[config.mk]
export PLATFORM = sky130hd
export DESIGN_NAME = led_byte_sequencer_flat
export DESIGN_NICKNAME = d
export VERILOG_FILES = /design/src/rtl/led_seq_pkg.sv /design/src/rtl/led_byte_sequencer_if.sv /design/src/rtl/led_bit_serdes.sv /design/src/rtl/led_byte_sequencer.sv /design/src/flat_wrapper.sv
export SDC_FILE = /design/constraint.sdc
export NUM_CORES = 1
export LEC_CHECK = 0
export CELL_PAD_IN_SITES_DETAIL_PLACEMENT = 1
export CELL_PAD_IN_SITES_GLOBAL_PLACEMENT = 1
export CORE_UTILIZATION = 30
export CTS_BUF_LIST = sky130_fd_sc_hd__clkbuf_4 sky130_fd_sc_hd__clkbuf_8 sky130_fd_sc_hd__clkbuf_16
export DETAILED_ROUTE_END_ITERATION = 16
export PLACE_DENSITY_LB_ADDON = 0.1
export SLEW_MARGIN = 30
export SYNTH_ARGS = -nofsm -noshare
export SYNTH_HDL_FRONTEND = slang
export SYNTH_SLANG_ARGS = --single-unit
export TNS_END_PERCENT = 50
[constraint.sdc]
create_clock -name clk -period 4.5 [get_ports clk]
set_input_delay 1.35 -clock clk [delete_from_list [all_inputs] [get_ports clk]]
set_output_delay 1.35 -clock clk [all_outputs]
set_load 0.01 [all_outputs]
[src/rtl/led_seq_pkg.sv]
// Shared types and constants for the LED cipher byte sequencer.
// Byte counts and counter widths used by the FSM and bit serdes.
package led_seq_pkg;

  localparam int KEY_BYTES   = 16;
  localparam int BLOCK_BYTES = 8;
  localparam int BIT_CNT_W   = 3;
  localparam int KEY_CNT_W   = 4;
  localparam int BLK_CNT_W   = 3;

  typedef enum logic [2:0] {
    S_IDLE,
    S_SHIFT_IN,
    S_START,
    S_WAIT,
    S_GET,
    S_OUT
  } state_e;

endpackage

[src/rtl/led_byte_sequencer_if.sv]
// Host byte streams: input bytes (key/plaintext) and ciphertext output.
// master = host side, slave = sequencer side.
interface led_byte_sequencer_if;

  logic       in_valid;
  logic       in_ready;
  logic [7:0] in_data;
  logic       in_is_key;
  logic       out_valid;
  logic       out_ready;
  logic [7:0] out_data;

  modport master (
    output in_valid, in_data, in_is_key, out_ready,
    input  in_ready, out_valid, out_data
  );

  modport slave (
    input  in_valid, in_data, in_is_key, out_ready,
    output in_ready, out_valid, out_data
  );

endinterface

[src/rtl/led_bit_serdes.sv]
// 8-bit shift register with parallel load, MSB serial out, LSB serial in,
// plus a bit counter flagging the eighth shift.
module led_bit_serdes
  import led_seq_pkg::*;
(
  input  logic       clk,
  input  logic       rst,
  input  logic       load_i,
  input  logic [7:0] data_i,
  input  logic       shift_i,
  input  logic       ser_i,
  input  logic       clr_i,
  output logic       ser_o,
  output logic [7:0] data_o,
  output logic       last_o
);

  logic [7:0]           sr_q, sr_d;
  logic [BIT_CNT_W-1:0] cnt_q, cnt_d;

  always_comb begin
    sr_d  = sr_q;
    cnt_d = cnt_q;
    if (load_i) begin
      sr_d  = data_i;
      cnt_d = '0;
    end else if (shift_i) begin
      sr_d  = {sr_q[6:0], ser_i};
      cnt_d = cnt_q + 1'b1;
    end else if (clr_i) begin
      cnt_d = '0;
    end
  end

  always_ff @(posedge clk or posedge rst) begin
    if (rst) begin
      sr_q  <= '0;
      cnt_q <= '0;
    end else begin
      sr_q  <= sr_d;
      cnt_q <= cnt_d;
    end
  end

  assign ser_o  = sr_q[7];
  assign data_o = sr_q;
  assign last_o = &cnt_q;

endmodule

[src/rtl/led_byte_sequencer.sv]
// Byte front end for the bit-serial LED-64/128 core: shifts key/pt bytes
// in MSB-first, runs one encryption, streams 8 ciphertext bytes back.
module led_byte_sequencer
  import led_seq_pkg::*;
(
  input  logic                 clk,
  input  logic                 reset,
  led_byte_sequencer_if.slave  bus,
  output logic                 busy,
  output logic                 key_loaded,
  output logic                 core_keyi,
  output logic                 core_datai,
  output logic                 core_loadkey,
  output logic                 core_loadpt,
  output logic                 core_getct,
  output logic                 core_start,
  input  logic                 core_dataq,
  input  logic                 core_done
);

  localparam logic [KEY_CNT_W-1:0] KEY_LAST =
    KEY_CNT_W'(KEY_BYTES - 1);
  localparam logic [BLK_CNT_W-1:0] BLK_LAST =
    BLK_CNT_W'(BLOCK_BYTES - 1);

  state_e               state_q;
  logic                 in_ready_q;
  logic                 out_valid_q;
  logic                 is_key_q;
  logic                 key_loaded_q;
  logic                 loadkey_q;
  logic                 loadpt_q;
  logic                 getct_q;
  logic                 start_q;
  logic                 armed_q;
  logic [KEY_CNT_W-1:0] key_cnt_q;
  logic [BLK_CNT_W-1:0] pt_cnt_q;
  logic [BLK_CNT_W-1:0] ct_cnt_q;

  logic       sd_load;
  logic       sd_shift;
  logic       sd_clr;
  logic       sd_msb;
  logic       sd_last;
  logic [7:0] sd_data;

  assign sd_load  = (state_q == S_IDLE) & bus.in_valid;
  assign sd_shift = (state_q == S_SHIFT_IN) | (state_q == S_GET);
  assign sd_clr   = (state_q == S_WAIT) | (state_q == S_OUT);

  led_bit_serdes u_serdes (
    .clk     (clk),
    .rst     (reset),
    .load_i  (sd_load),
    .data_i  (bus.in_data),
    .shift_i (sd_shift),
    .ser_i   (core_dataq & getct_q),
    .clr_i   (sd_clr),
    .ser_o   (sd_msb),
    .data_o  (sd_data),
    .last_o  (sd_last)
  );

  always_ff @(posedge clk or posedge reset) begin
    if (reset) begin
      state_q      <= S_IDLE;
      in_ready_q   <= 1'b1;
      out_valid_q  <= 1'b0;
      is_key_q     <= 1'b0;
      key_loaded_q <= 1'b0;
      loadkey_q    <= 1'b0;
      loadpt_q     <= 1'b0;
      getct_q      <= 1'b0;
      start_q      <= 1'b0;
      armed_q      <= 1'b0;
      key_cnt_q    <= '0;
      pt_cnt_q     <= '0;
      ct_cnt_q     <= '0;
    end else begin
      unique case (state_q)
        S_IDLE: begin
          if (bus.in_valid) begin
            is_key_q   <= bus.in_is_key;
            loadkey_q  <= bus.in_is_key;
            loadpt_q   <= ~bus.in_is_key;
            in_ready_q <= 1'b0;
            state_q    <= S_SHIFT_IN;
          end
        end
        S_SHIFT_IN: begin
          if (sd_last) begin
            loadkey_q <= 1'b0;
            loadpt_q  <= 1'b0;
            if (is_key_q) begin
              key_cnt_q  <= key_cnt_q + 1'b1;
              if (key_cnt_q == KEY_LAST)
                key_loaded_q <= 1'b1;
              in_ready_q <= 1'b1;
              state_q    <= S_IDLE;
            end else begin
              pt_cnt_q <= pt_cnt_q + 1'b1;
              if (pt_cnt_q == BLK_LAST) begin
                start_q <= 1'b1;
                state_q <= S_START;
              end else begin
                in_ready_q <= 1'b1;
                state_q    <= S_IDLE;
              end
            end
          end
        end
        S_START: begin
          start_q <= 1'b0;
          armed_q <= 1'b0;
          state_q <= S_WAIT;
        end
        // done is still high from the previous idle period; only a
        // low-then-high sequence marks the end of this encryption
        S_WAIT: begin
          if (!core_done) begin
            armed_q <= 1'b1;
          end else if (armed_q) begin
            getct_q <= 1'b1;
            state_q <= S_GET;
          end
        end
        S_GET: begin
          if (sd_last) begin
            getct_q     <= 1'b0;
            out_valid_q <= 1'b1;
            state_q     <= S_OUT;
          end
        end
        S_OUT: begin
          if (bus.out_ready) begin
            out_valid_q <= 1'b0;
            ct_cnt_q    <= ct_cnt_q + 1'b1;
            if (ct_cnt_q == BLK_LAST) begin
              in_ready_q <= 1'b1;
              state_q    <= S_IDLE;
            end else begin
              getct_q <= 1'b1;
              state_q <= S_GET;
            end
          end
        end
        default: state_q <= S_IDLE;
      endcase
    end
  end

  assign bus.in_ready  = in_ready_q;
  assign bus.out_valid = out_valid_q;
  assign bus.out_data  = sd_data;
  assign busy          = ~in_ready_q;
  assign key_loaded    = key_loaded_q;
  assign core_keyi     = loadkey_q & sd_msb;
  assign core_datai    = loadpt_q & sd_msb;
  assign core_loadkey  = loadkey_q;
  assign core_loadpt   = loadpt_q;
  assign core_getct    = getct_q;
  assign core_start    = start_q;

endmodule

[src/flat_wrapper.sv]
// flat-port wrapper written by rule: the top's interface ports become plain ports
module led_byte_sequencer_flat import led_seq_pkg::*;
  (clk, reset, busy, key_loaded, core_keyi, core_datai, core_loadkey, core_loadpt, core_getct, core_start, core_dataq, core_done, bus_in_valid, bus_in_data, bus_in_is_key, bus_out_ready, bus_in_ready, bus_out_valid, bus_out_data);
  led_byte_sequencer_if bus_i ();
  input  logic clk;
  input  logic reset;
  output logic busy;
  output logic key_loaded;
  output logic core_keyi;
  output logic core_datai;
  output logic core_loadkey;
  output logic core_loadpt;
  output logic core_getct;
  output logic core_start;
  input  logic core_dataq;
  input  logic core_done;
  input wire logic [$bits(bus_i.in_valid)-1:0] bus_in_valid;
  input wire logic [$bits(bus_i.in_data)-1:0] bus_in_data;
  input wire logic [$bits(bus_i.in_is_key)-1:0] bus_in_is_key;
  input wire logic [$bits(bus_i.out_ready)-1:0] bus_out_ready;
  output wire logic [$bits(bus_i.in_ready)-1:0] bus_in_ready;
  output wire logic [$bits(bus_i.out_valid)-1:0] bus_out_valid;
  output wire logic [$bits(bus_i.out_data)-1:0] bus_out_data;
  assign bus_i.in_valid = bus_in_valid;
  assign bus_i.in_data = bus_in_data;
  assign bus_i.in_is_key = bus_in_is_key;
  assign bus_i.out_ready = bus_out_ready;
  assign bus_in_ready = bus_i.in_ready;
  assign bus_out_valid = bus_i.out_valid;
  assign bus_out_data = bus_i.out_data;
  led_byte_sequencer u_core (.clk(clk), .reset(reset), .bus(bus_i), .busy(busy), .key_loaded(key_loaded), .core_keyi(core_keyi), .core_datai(core_datai), .core_loadkey(core_loadkey), .core_loadpt(core_loadpt), .core_getct(core_getct), .core_start(core_start), .core_dataq(core_dataq), .core_done(core_done));
endmodule
Yosys cells after proc, flatten, opt, wreduce, memory -nomap -nowiden
Index checks and enable logic that the tools add are counted.
- bitwise operators: 9
- reductions and logical operators: 22
- eq/ne operators: 20
- mux-type cells: 41
- add/sub/neg operators: 4
- operators with widths (kind ; number):
    $mux 3 ; 11
    $reduce_and 6->1 ; 4
    $mux 1 ; 19
    $pmux 3 s6 ; 1
    $mux 8 ; 2
    $ne 2x2->1 const B ; 8
    $eq 3x3->1 const B ; 4
    $pmux 1 s2 ; 5
    $reduce_and 5->1 ; 2
    $reduce_bool 2->1 ; 5
    $add 3x1->3 const B ; 3
    $reduce_and 3->1 ; 3
    $reduce_bool 3->1 ; 3
    $eq 3x2->1 const B ; 2
    $ne 2x1->1 const B ; 3
    $pmux 1 s3 ; 2
    $reduce_and 2->1 ; 3
    $add 4x1->4 const B ; 1
    $and 1x1->1 ; 4
    $eq 4x4->1 const B ; 1
    $reduce_and 4->1 ; 1
    $eq 3x1->1 const B ; 1
    $logic_not 3->1 ; 1
    $ne 3x2->1 const B ; 1
    other kinds (3) ; 6
- bits in registers: 33
- input bits: 15
- word-level logic and storage cells: 111

Depth between registers and ports, before layout
Gate-level depths: netlist of the first run.
- depth in word-level cells: 5
- depth in mapped cells: 5
- depth with buffers taken out: 5

By module
Synthesis of the first run repeated with hierarchy kept, for this count alone.
- cell total of the unflattened synthesis: 160
- area, all modules: 1749.2 sq um
- by module, submodules not included (module ; instances ; seq. area each (sq um) ; area each (sq um) ; cells an instance):
    led_byte_sequencer ; 1 ; 551.8 ; 1202.4 ; 109
    led_bit_serdes ; 1 ; 275.3 ; 546.8 ; 51

Worst setup path after synthesis of the first run
OpenSTA, ideal clock, no wires.
- path kind: input to register
- from: in bus_in_valid
- to: reg u_core.u_serdes.sr_q[1] (netlist: u_core.u_serdes.data_o[1])
- buffers on the path: 1
- data arrival time: 2015 ps
- stages: 4
- setup time: 126 ps
- setup slack: 2359 ps
- cell sequence: nor4b_4 buf_2 and2_1 a221o_1
- longest elaborated chain between the ends: 2
- elaborated cells on any way between the ends: 3
- those cells by class: 1 x mux; 1 x bitwise; 1 x reduce/logical
- RTL lines (what ; line ; source):
    start, declared ; flat_wrapper.sv:17 ; input wire logic [$bits(bus_i.in_valid)-1:0] bus_in_valid;
    $and 1x1->1 * ; led_byte_sequencer.sv:47 ; assign sd_load = (state_q == S_IDLE) & bus.in_valid;
    $mux 8 or $reduce_bool 2->1 (tied branches) ; -- ;
    end signal, assigned ; led_bit_serdes.sv:40 ; sr_q <= sr_d;
    end, declared ; led_bit_serdes.sv:18 ; logic [7:0] sr_q, sr_d;
Mark *: on every way between the ends. The rest lies on a longest branch, timed or not.
A chain may end at the register's enable or synchronous reset.

Worst setup path in the final report of the first run
Ends and elaborated chain as after synthesis.

==> results.cfg, run 1 <==
[worst_setup_path]
cp-end-kind = flip-flop
max_stage_delay_ns = 0.55
slowest_stage = clkdlybuf4s50_1
critPathKind = input pin to flip-flop
crit_arrival_ns = 2.95
r2r_slack_ns = 2.54
cp-start-kind = input pin
crit_chain = clkdlybuf4s50_1 -> nor4b_4 -> a21oi_2 -> a221o_1
r2r_end = u_core.u_serdes.data_o[1]
crit_required_ns = 4.67
ff2ff_path_depth = 3
crit_fanout = 11
r2r-start = u_core.state_q[0]
startpoint = bus_in_valid

[timing]
fin_setup_tns_ns = 0
finalCritPeriodShare = 0.617
fin_skew_ns = 0.00744
tightest_slew_ns = 0.774
grt_setup_unrepaired = false
layout_min_cycle_time_ns = 2.78
hold_violations = 0
max-slew-margin-rel = 0.484
finalSetupViolations = 0
slew_viol_final = 0
fmax_mhz = 360

[clocking]
cts_inserted_buffers = 5
cts_sinks = 33
tritoncts = done
cts_resized = 0
post-cts-setup-buffers = 0
clk_latency_ns = 0.29
cts_buffer_depth = 2
clk_pin_slew_ns = 0.07
clockRootBuffer = clkbuf_8
cts_max_level = 2
holdBufCountCts = 0

[logic_synthesis]
synth_compound_area_frac = 0.145
synth-seq-cells = 33
synth_flop_cell = dfrtp_1
synth.distinct_cells = 48
yosys.area.top_type_share = 0.474
async_flop_share = 1.00
yosys-top-cells-area = dfrtp_1 47%, ha_1 5.2%, mux2_1 4.0%, a221o_1 3.6%, xor2_1 2.6%
synth_nets = 169
synth-edff-count = 0
synth_top_family_by_area = simple AND/OR/NAND/NOR gates
synth_area_sq_mm = 0.00169
synthCells = 147
yosysTopAreaCell = dfrtp_1
syn_avg_cell_area_sq_um = 11.5
synth-seq-area-share = 0.490
synthMuxAreaShare = 0.0526
synth_fa_ha_area_frac = 0.0519
synth_xor_area_frac = 0.0408
ys_warn_count = 0
yosys.area_share.simple = 0.170

[worst_hold_path]
min_from = u_core.key_cnt_q[3]
hp-class = flip-flop to flip-flop
whs_endpoint = u_core.key_cnt_q[3]
hold_depth = 1

[layout]
drive_gt1_frac = 0.111
layout_common_cells = 32 x clkdlybuf4s50_1, 32 x dfrtp_1, 10 x nand2_1
post-route-util = 0.408
syn_to_final_growth_pct = 27.4
fin_cells = 250
finalNetCount = 201
diodes = 0

[pwr]
power_leakage_nw = 0.962
p_per_area_mw_per_mm2 = 561
vdd_drop_max_uv = 160

[drt]
dr.pass1.iters = 4
wl_met3_um = 143
wl_met2_um = 1880
drt-initial-drc-count = 44
top_layer = met4
wirelength_met1_um = 1820
routedWlPerCell_um = 15.7
via_per_inst = 5.00
routed_wl_um = 3920
drcViolationCount = 0
ant_nets = 0
num_vias = 1250

[floorplanning]
core-area_sq_mm = 0.00527
num_io_pins = 33
die_area_sq_mm = 0.00593
die_h_um = 77.0
die_w_um = 77.0
rows = 26
start_util = 0.320

[outcome]
status = completed

[placement]
place_hpwl_um = 2830
io_buffers = 32
gp_congestion = 0.697
placedCellCount = 242

[global_routing]
track_usage = 0.149
grt_pass1_wl_um = 6800
first_global_vias = 1307
overflow = 0
grt_antenna_before_repair = 0
grt_max_degree = 34

[flow_run]
max-cap-violations = 0
## critical path: cells and delay by family
kind | cells | cell delay (ns)
AOI/OAI and AO/OA | 2 | 0.51
buffers and inverters | 1 | 0.55
and+or+nand+nor | 1 | 0.54
## synth_stat cells (all sizes together) (2+ instances only)
cell	instances
a21oi	3
dfrtp	32
nor2	6
xnor2	2
nand2b	6
nand3	3
a31oi	2
nor3	6
inv	8
a22o	3
and2	5
buf	8
xor2	5
mux2	7
o21ai	7
a221o	6
ha	7
nand2	10
## logic make-up after synthesis
| logic type | after synthesis |
|---|---|
| DFF | 33 |
| buffers and inverters | 16 |
| and+or+nand+nor | 44 |
| AOI/OAI and AO/OA | 32 |
| muxes | 8 |
| adders and majority gates | 7 |
| xor gates and xnor gates | 7 |
## sequential cells by signal (all words and copies together) (netlist names), 3 cells and up
name	flops
u_core.u_serdes.data_o	8
u_core.key_cnt_q	4
u_core.ct_cnt_q	3
u_core.pt_cnt_q	3
u_core.state_q	3
u_core.u_serdes.cnt_q	3
## area by class of cell
cell class | count | area [sq um]
fillers | 595 | 3120
flip-flops and latches | 33 | 827
multi-input cells | 98 | 777
repair buffers | 33 | 328
clock buffers | 7 | 96.3
well taps | 70 | 87.6
inverters | 8 | 30.0
clock inverters | 1 | 5.00
## report_power, final
group	internal (W)	switching, W
Combinational	0.000249	0.000202
Clock	0.000138	0.000112
Sequential	0.000394	0.000112
Total	0.000781	0.000426
## per-stage QoR
stage / setup WS (ns) / total power, W / cell area (sq um) / hold WS, ns
after global placement: 1.45 / 0.000946 / 2050 / 0.449
after floorplan: 2.36 / 0.000795 / 1690 / 0.442
after global routing: 1.58 / 0.00130 / 2150 / 0.502
final: 1.72 / 0.00121 / 2150 / 0.474
after detailed placement: 1.38 / 0.000970 / 2050 / 0.466
after CTS: 1.70 / 0.00123 / 2150 / 0.480
## how the worst max path moves through the flow
stage / to / slack (ns) / depth (start not counted)
detailed placement: u_core.u_serdes.data_o[0] / 1.38 / 4
finish: u_core.u_serdes.data_o[1] / 1.72 / 4
floorplan: u_core.u_serdes.data_o[1] / 2.36 / 4
CTS: u_core.u_serdes.data_o[5] / 1.70 / 4
global placement: u_core.u_serdes.data_o[4] / 1.45 / 4
global route: u_core.u_serdes.data_o[1] / 1.58 / 4
## per-layer routing
layer	global-route usage	vias to the layer above
li1	-	597
met1	0.193	615
met2	0.231	30
met3	0.0452	8
met4	0.0604	0
met5	0	-
Note: power is estimated with default switching activity, not from simulation.
==> run 2, diff against run 1 <==
==> constraint.sdc (replaced) <==
create_clock -name clk -period 2.55 [get_ports clk]
set_input_delay 0.765 -clock clk [delete_from_list [all_inputs] [get_ports clk]]
set_output_delay 0.765 -clock clk [all_outputs]
set_load 0.01 [all_outputs]
==> run 2 against run 1 <==
  * Non-clock buffer count increased by 1
  * Worst setup slack got worse by 1.3 ns
  * Via count increased by 0.80%
  * Sequential power increased by 78%
  * Routed wire length increased by 0.76%
  * Combinational power increased by 79%
  * Hold slack improved by 0.0022 ns
  * Utilization decreased by 0.14 points
  * Sequential cell count unchanged
  * Power increased by 74%
  * Critical path type is now flip-flop to output pin
  * Critical endpoint is now bus_in_ready
==> results.cfg, run 2 (synthesis results as in run 1) <==
[timing]
slew_viol_final = 0
finalCritPeriodShare = 0.845
max-slew-margin-rel = 0.463
fmax_mhz = 464
finalSetupViolations = 0
fin_hold_ws_ns = 0.476
fin_skew_ns = 0.00251
hold_violations = 0
tightest_slew_ns = 0.806
fin_setup_tns_ns = 0
layout_min_cycle_time_ns = 2.16
grt_setup_unrepaired = false

[placement]
gp_congestion = 0.697
placed_cell_area_sq_mm = 0.00206
io_buffers = 32
place_hpwl_um = 2910

[layout]
largest_reg_flops = 8
multiInputGateArea_sq_um = 777
finalNetCount = 202
finish.instance_area_sq_mm = 0.00214
n_fill_cell = 601
drive_gt1_frac = 0.116
diodes = 0
syn_to_final_growth_pct = 27.0
layout_common_cells = 32 x clkdlybuf4s50_1, 32 x dfrtp_1, 10 x nand2_1
seq_area_sq_um = 827

[pwr]
p_per_area_mw_per_mm2 = 978
power_leakage_nw = 0.961
finalPower_w = 0.00210
vdd_drop_max_uv = 267

[global_routing]
grt_max_degree = 34
grt_pass1_wl_um = 6730
overflow = 0
grt_antenna_before_repair = 0
track_usage = 0.146
first_global_vias = 1355

[drt]
routed_wl_um = 3950
num_vias = 1260
drt-initial-drc-count = 35
routedWlPerCell_um = 15.8
drcViolationCount = 0
via_per_inst = 5.02
dr.pass1.iters = 2
ant_nets = 0

[worst_setup_path]
crit_required_ns = 1.79
cp-end-kind = output pin
slowest_stage = dfstp_2
critPathKind = flip-flop to output pin
cp-start-kind = flip-flop
crit_fanout = 3
crit_chain = clkdlybuf4s50_1
max_stage_delay_ns = 0.57
r2r-start = u_core.state_q[0]
ff2ff_path_depth = 3
crit_arrival_ns = 1.39
r2r_slack_ns = 0.74
cp_top_family = flip-flops
path_buf_inv = 1
r2r_end = u_core.pt_cnt_q[1]

[floorplanning]
rows = 26
core-area_sq_mm = 0.00527
die_w_um = 77.0
num_io_pins = 33
die_h_um = 77.0
die_area_sq_mm = 0.00593
start_util = 0.320

[worst_hold_path]
whs_endpoint = u_core.key_cnt_q[3]
hold_depth = 1
min_from = u_core.key_cnt_q[3]
hp-class = flip-flop to flip-flop

[clocking]
cts_inserted_buffers = 5
tritoncts = done
post-cts-setup-buffers = 0
holdBufCountCts = 0
clk_latency_ns = 0.28
cts_sinks = 33
cts_max_level = 2
clk_pin_slew_ns = 0.07
cts_resized = 0
cts_buffer_depth = 2
clockRootBuffer = clkbuf_8

[flow_run]
max-cap-violations = 0

[outcome]
status = completed
## run 2: how the worst max path moves through the flow
stage	startpoint	endpoint	depth (start not counted)
2_1_floorplan	bus_in_valid	u_core.u_serdes.data_o[1]	4
3_3_place_gp	bus_in_valid	u_core.u_serdes.data_o[6]	4
3_5_place_dp	bus_in_valid	u_core.bus.in_ready	4
4_1_cts	u_core.bus.in_ready	bus_in_ready	1
5_1_grt	u_core.bus.in_ready	bus_in_ready	1
6_report	u_core.bus.in_ready	bus_in_ready	1
## run 2: layout make-up
type / instances / share of cell area
Clock inverter: 2 / 0.00467
Sequential cell: 33 / 0.386
Tap cell: 70 / 0.0409
Clock buffer: 6 / 0.0356
Inverter: 8 / 0.0140
Multi-Input combinational cell: 98 / 0.363
Timing Repair Buffer: 34 / 0.156
## run 2: per-layer routing
metal  share of wire  GRT usage
met1            0.44      0.181
met3           0.040     0.0452
met5               0          0
met4           0.010     0.0453
met2            0.51      0.243
## run 2: report_power, final
| part | leakage [nW] | switching, W | internal (W) |
|---|---|---|---|
| sequential | 0.425 | 0.000204 | 0.000696 |
| combinational | 0.488 | 0.000363 | 0.000442 |
| clock | 0.0484 | 0.000191 | 0.000200 |
| total | 0.961 | 0.000758 | 0.00134 |
## run 2: per-stage QoR
stage / setup slack [ns] / cells / util
final: 0.395 / 251 / 0.407
after global routing: 0.368 / 251 / 0.407
after CTS: 0.383 / 251 / 0.407
after detailed placement: 0.323 / 243 / 0.390
after global placement: 0.400 / 243 / 0.390
after floorplan: 0.994 / 147 / -
==> run 3, diff against run 2 <==
==> constraint.sdc (replaced) <==
create_clock -name clk -period 2.2 [get_ports clk]
set_input_delay 0.66 -clock clk [delete_from_list [all_inputs] [get_ports clk]]
set_output_delay 0.66 -clock clk [all_outputs]
set_load 0.01 [all_outputs]
==> run 3 against run 2 <==
  * Combinational power grew 20%
  * Routed wire length grew 2.8%
  * Clock power grew 16%
  * Global-route usage grew 0.68 points
  * Worst setup slack lost 0.23 ns
  * Sequential share of layout area shrank 0.40 points
  * Via count grew 1.7%
  * Die area is the same
  * Final area grew 1.1%
  * Cell count grew 1.2%
  * Largest cell class unchanged
  * Largest power group unchanged
==> results.cfg, run 3 (synthesis results as in run 1) <==
[outcome]
status = completed

[layout]
syn_to_final_growth_pct = 28.3
largest_reg_flops = 8
post-route-util = 0.411
diodes = 0
finalNetCount = 205
layout_common_cells = 32 x clkdlybuf4s50_1, 32 x dfrtp_1, 10 x nand2_1
n_fill_cell = 582
drive_gt1_frac = 0.130

[timing]
fmax_mhz = 492
max-slew-margin-rel = 0.539
hold_violations = 0
tightest_slew_ns = 0.692
fin_skew_ns = 0.00388
finalCritPeriodShare = 0.924
slew_viol_final = 0
layout_min_cycle_time_ns = 2.03
finalSetupViolations = 0
fin_setup_tns_ns = 0
grt_setup_unrepaired = false

[floorplanning]
start_util = 0.320
core-area_sq_mm = 0.00527
die_h_um = 77.0
die_area_sq_mm = 0.00593
die_w_um = 77.0
num_io_pins = 33
rows = 26

[placement]
gp_congestion = 0.727
io_buffers = 32
place_hpwl_um = 2980

[global_routing]
use_met3 = 0.0500
first_global_vias = 1389
overflow = 0
track_usage = 0.153
use_met2 = 0.249
grt_pass1_wl_um = 6960
grt_max_degree = 34
grt_antenna_before_repair = 0
gr-usage-met1 = 0.183
top_usage_layer = met2

[worst_setup_path]
r2r_slack_ns = 0.47
crit_fanout = 4
startpoint = u_core.u_serdes.data_o[7]
crit_arrival_ns = 1.37
critPathKind = flip-flop to output pin
r2r_end = u_core.pt_cnt_q[1]
ff2ff_path_depth = 3
cp-end-kind = output pin
max_stage_delay_ns = 0.53
slowest_stage = clkdlybuf4s50_1
crit_required_ns = 1.54
crit_chain = and2_1 -> clkdlybuf4s50_1
r2r-start = u_core.state_q[0]
cp-start-kind = flip-flop
crit_end = core_datai

[pwr]
vdd_drop_max_uv = 329
p_per_area_mw_per_mm2 = 1130
finalPower_w = 0.00245
power_leakage_nw = 0.976

[clocking]
cts_sinks = 33
clk_pin_slew_ns = 0.07
cts_buffer_depth = 2
cts_resized = 0
cts_inserted_buffers = 5
cts_max_level = 2
clk_latency_ns = 0.28
tritoncts = done
clockRootBuffer = clkbuf_8
holdBufCountCts = 0
post-cts-setup-buffers = 0

[drt]
via_per_inst = 5.05
ant_nets = 0
dr.pass1.iters = 4
drt-initial-drc-count = 42
num_vias = 1282
drcViolationCount = 0
routed_wl_um = 4070
routedWlPerCell_um = 16.0

[worst_hold_path]
hp-class = flip-flop to flip-flop
hold_depth = 1
min_from = u_core.key_cnt_q[3]

[flow_run]
max-cap-violations = 0
[run 3: worst min path at each step]
stage	slack, ns	end
finish	0.48	u_core.key_cnt_q[3]
global route	0.50	u_core.key_loaded
global placement	0.46	u_core.key_loaded
CTS	0.48	u_core.key_cnt_q[3]
detailed placement	0.46	u_core.key_loaded
floorplan	0.44	u_core.key_cnt_q[3]
[run 3: critical path, delay by kind of cell, from the launching register on]
family	cells	cell delay, ns
flip-flops	1	0.41
buffers and inverters	1	0.53
AND/OR/NAND/NOR	1	0.15
[run 3: area by class of cell]
class	instances	area (sq um)	area share
Clock buffer	6	76.3	0.0352
Clock inverter	2	10.0	0.00462
Inverter	8	30.0	0.0139
Multi-Input combinational cell	98	777	0.359
Sequential cell	33	827	0.382
Tap cell	70	87.6	0.0404
Timing Repair Buffer	37	358	0.165
[run 3: where the power goes]
group	switching (W)	leakage [nW]	internal [W]
clock	0.000219	0.0484	0.000231
sequential	0.000227	0.425	0.000807
combinational	0.000437	0.503	0.000526
[run 3: metal layers]
metal | vias to the layer above | part of all wire
met4 | 0 | 0.025
met5 | - | 0
met3 | 12 | 0.045
met1 | 636 | 0.43
met2 | 31 | 0.50
li1 | 603 | -
[run 3: metrics by stage]
step                setup slack, ns  area [sq um]  cells  hold slack, ns
floorplan                     0.749          1690    147           0.442
global placement              0.156          2080    246           0.456
detailed placement           0.0958          2080    246           0.464
CTS                           0.147          2170    254           0.482
global route                  0.111          2170    254           0.497
finish                        0.168          2170    254           0.479
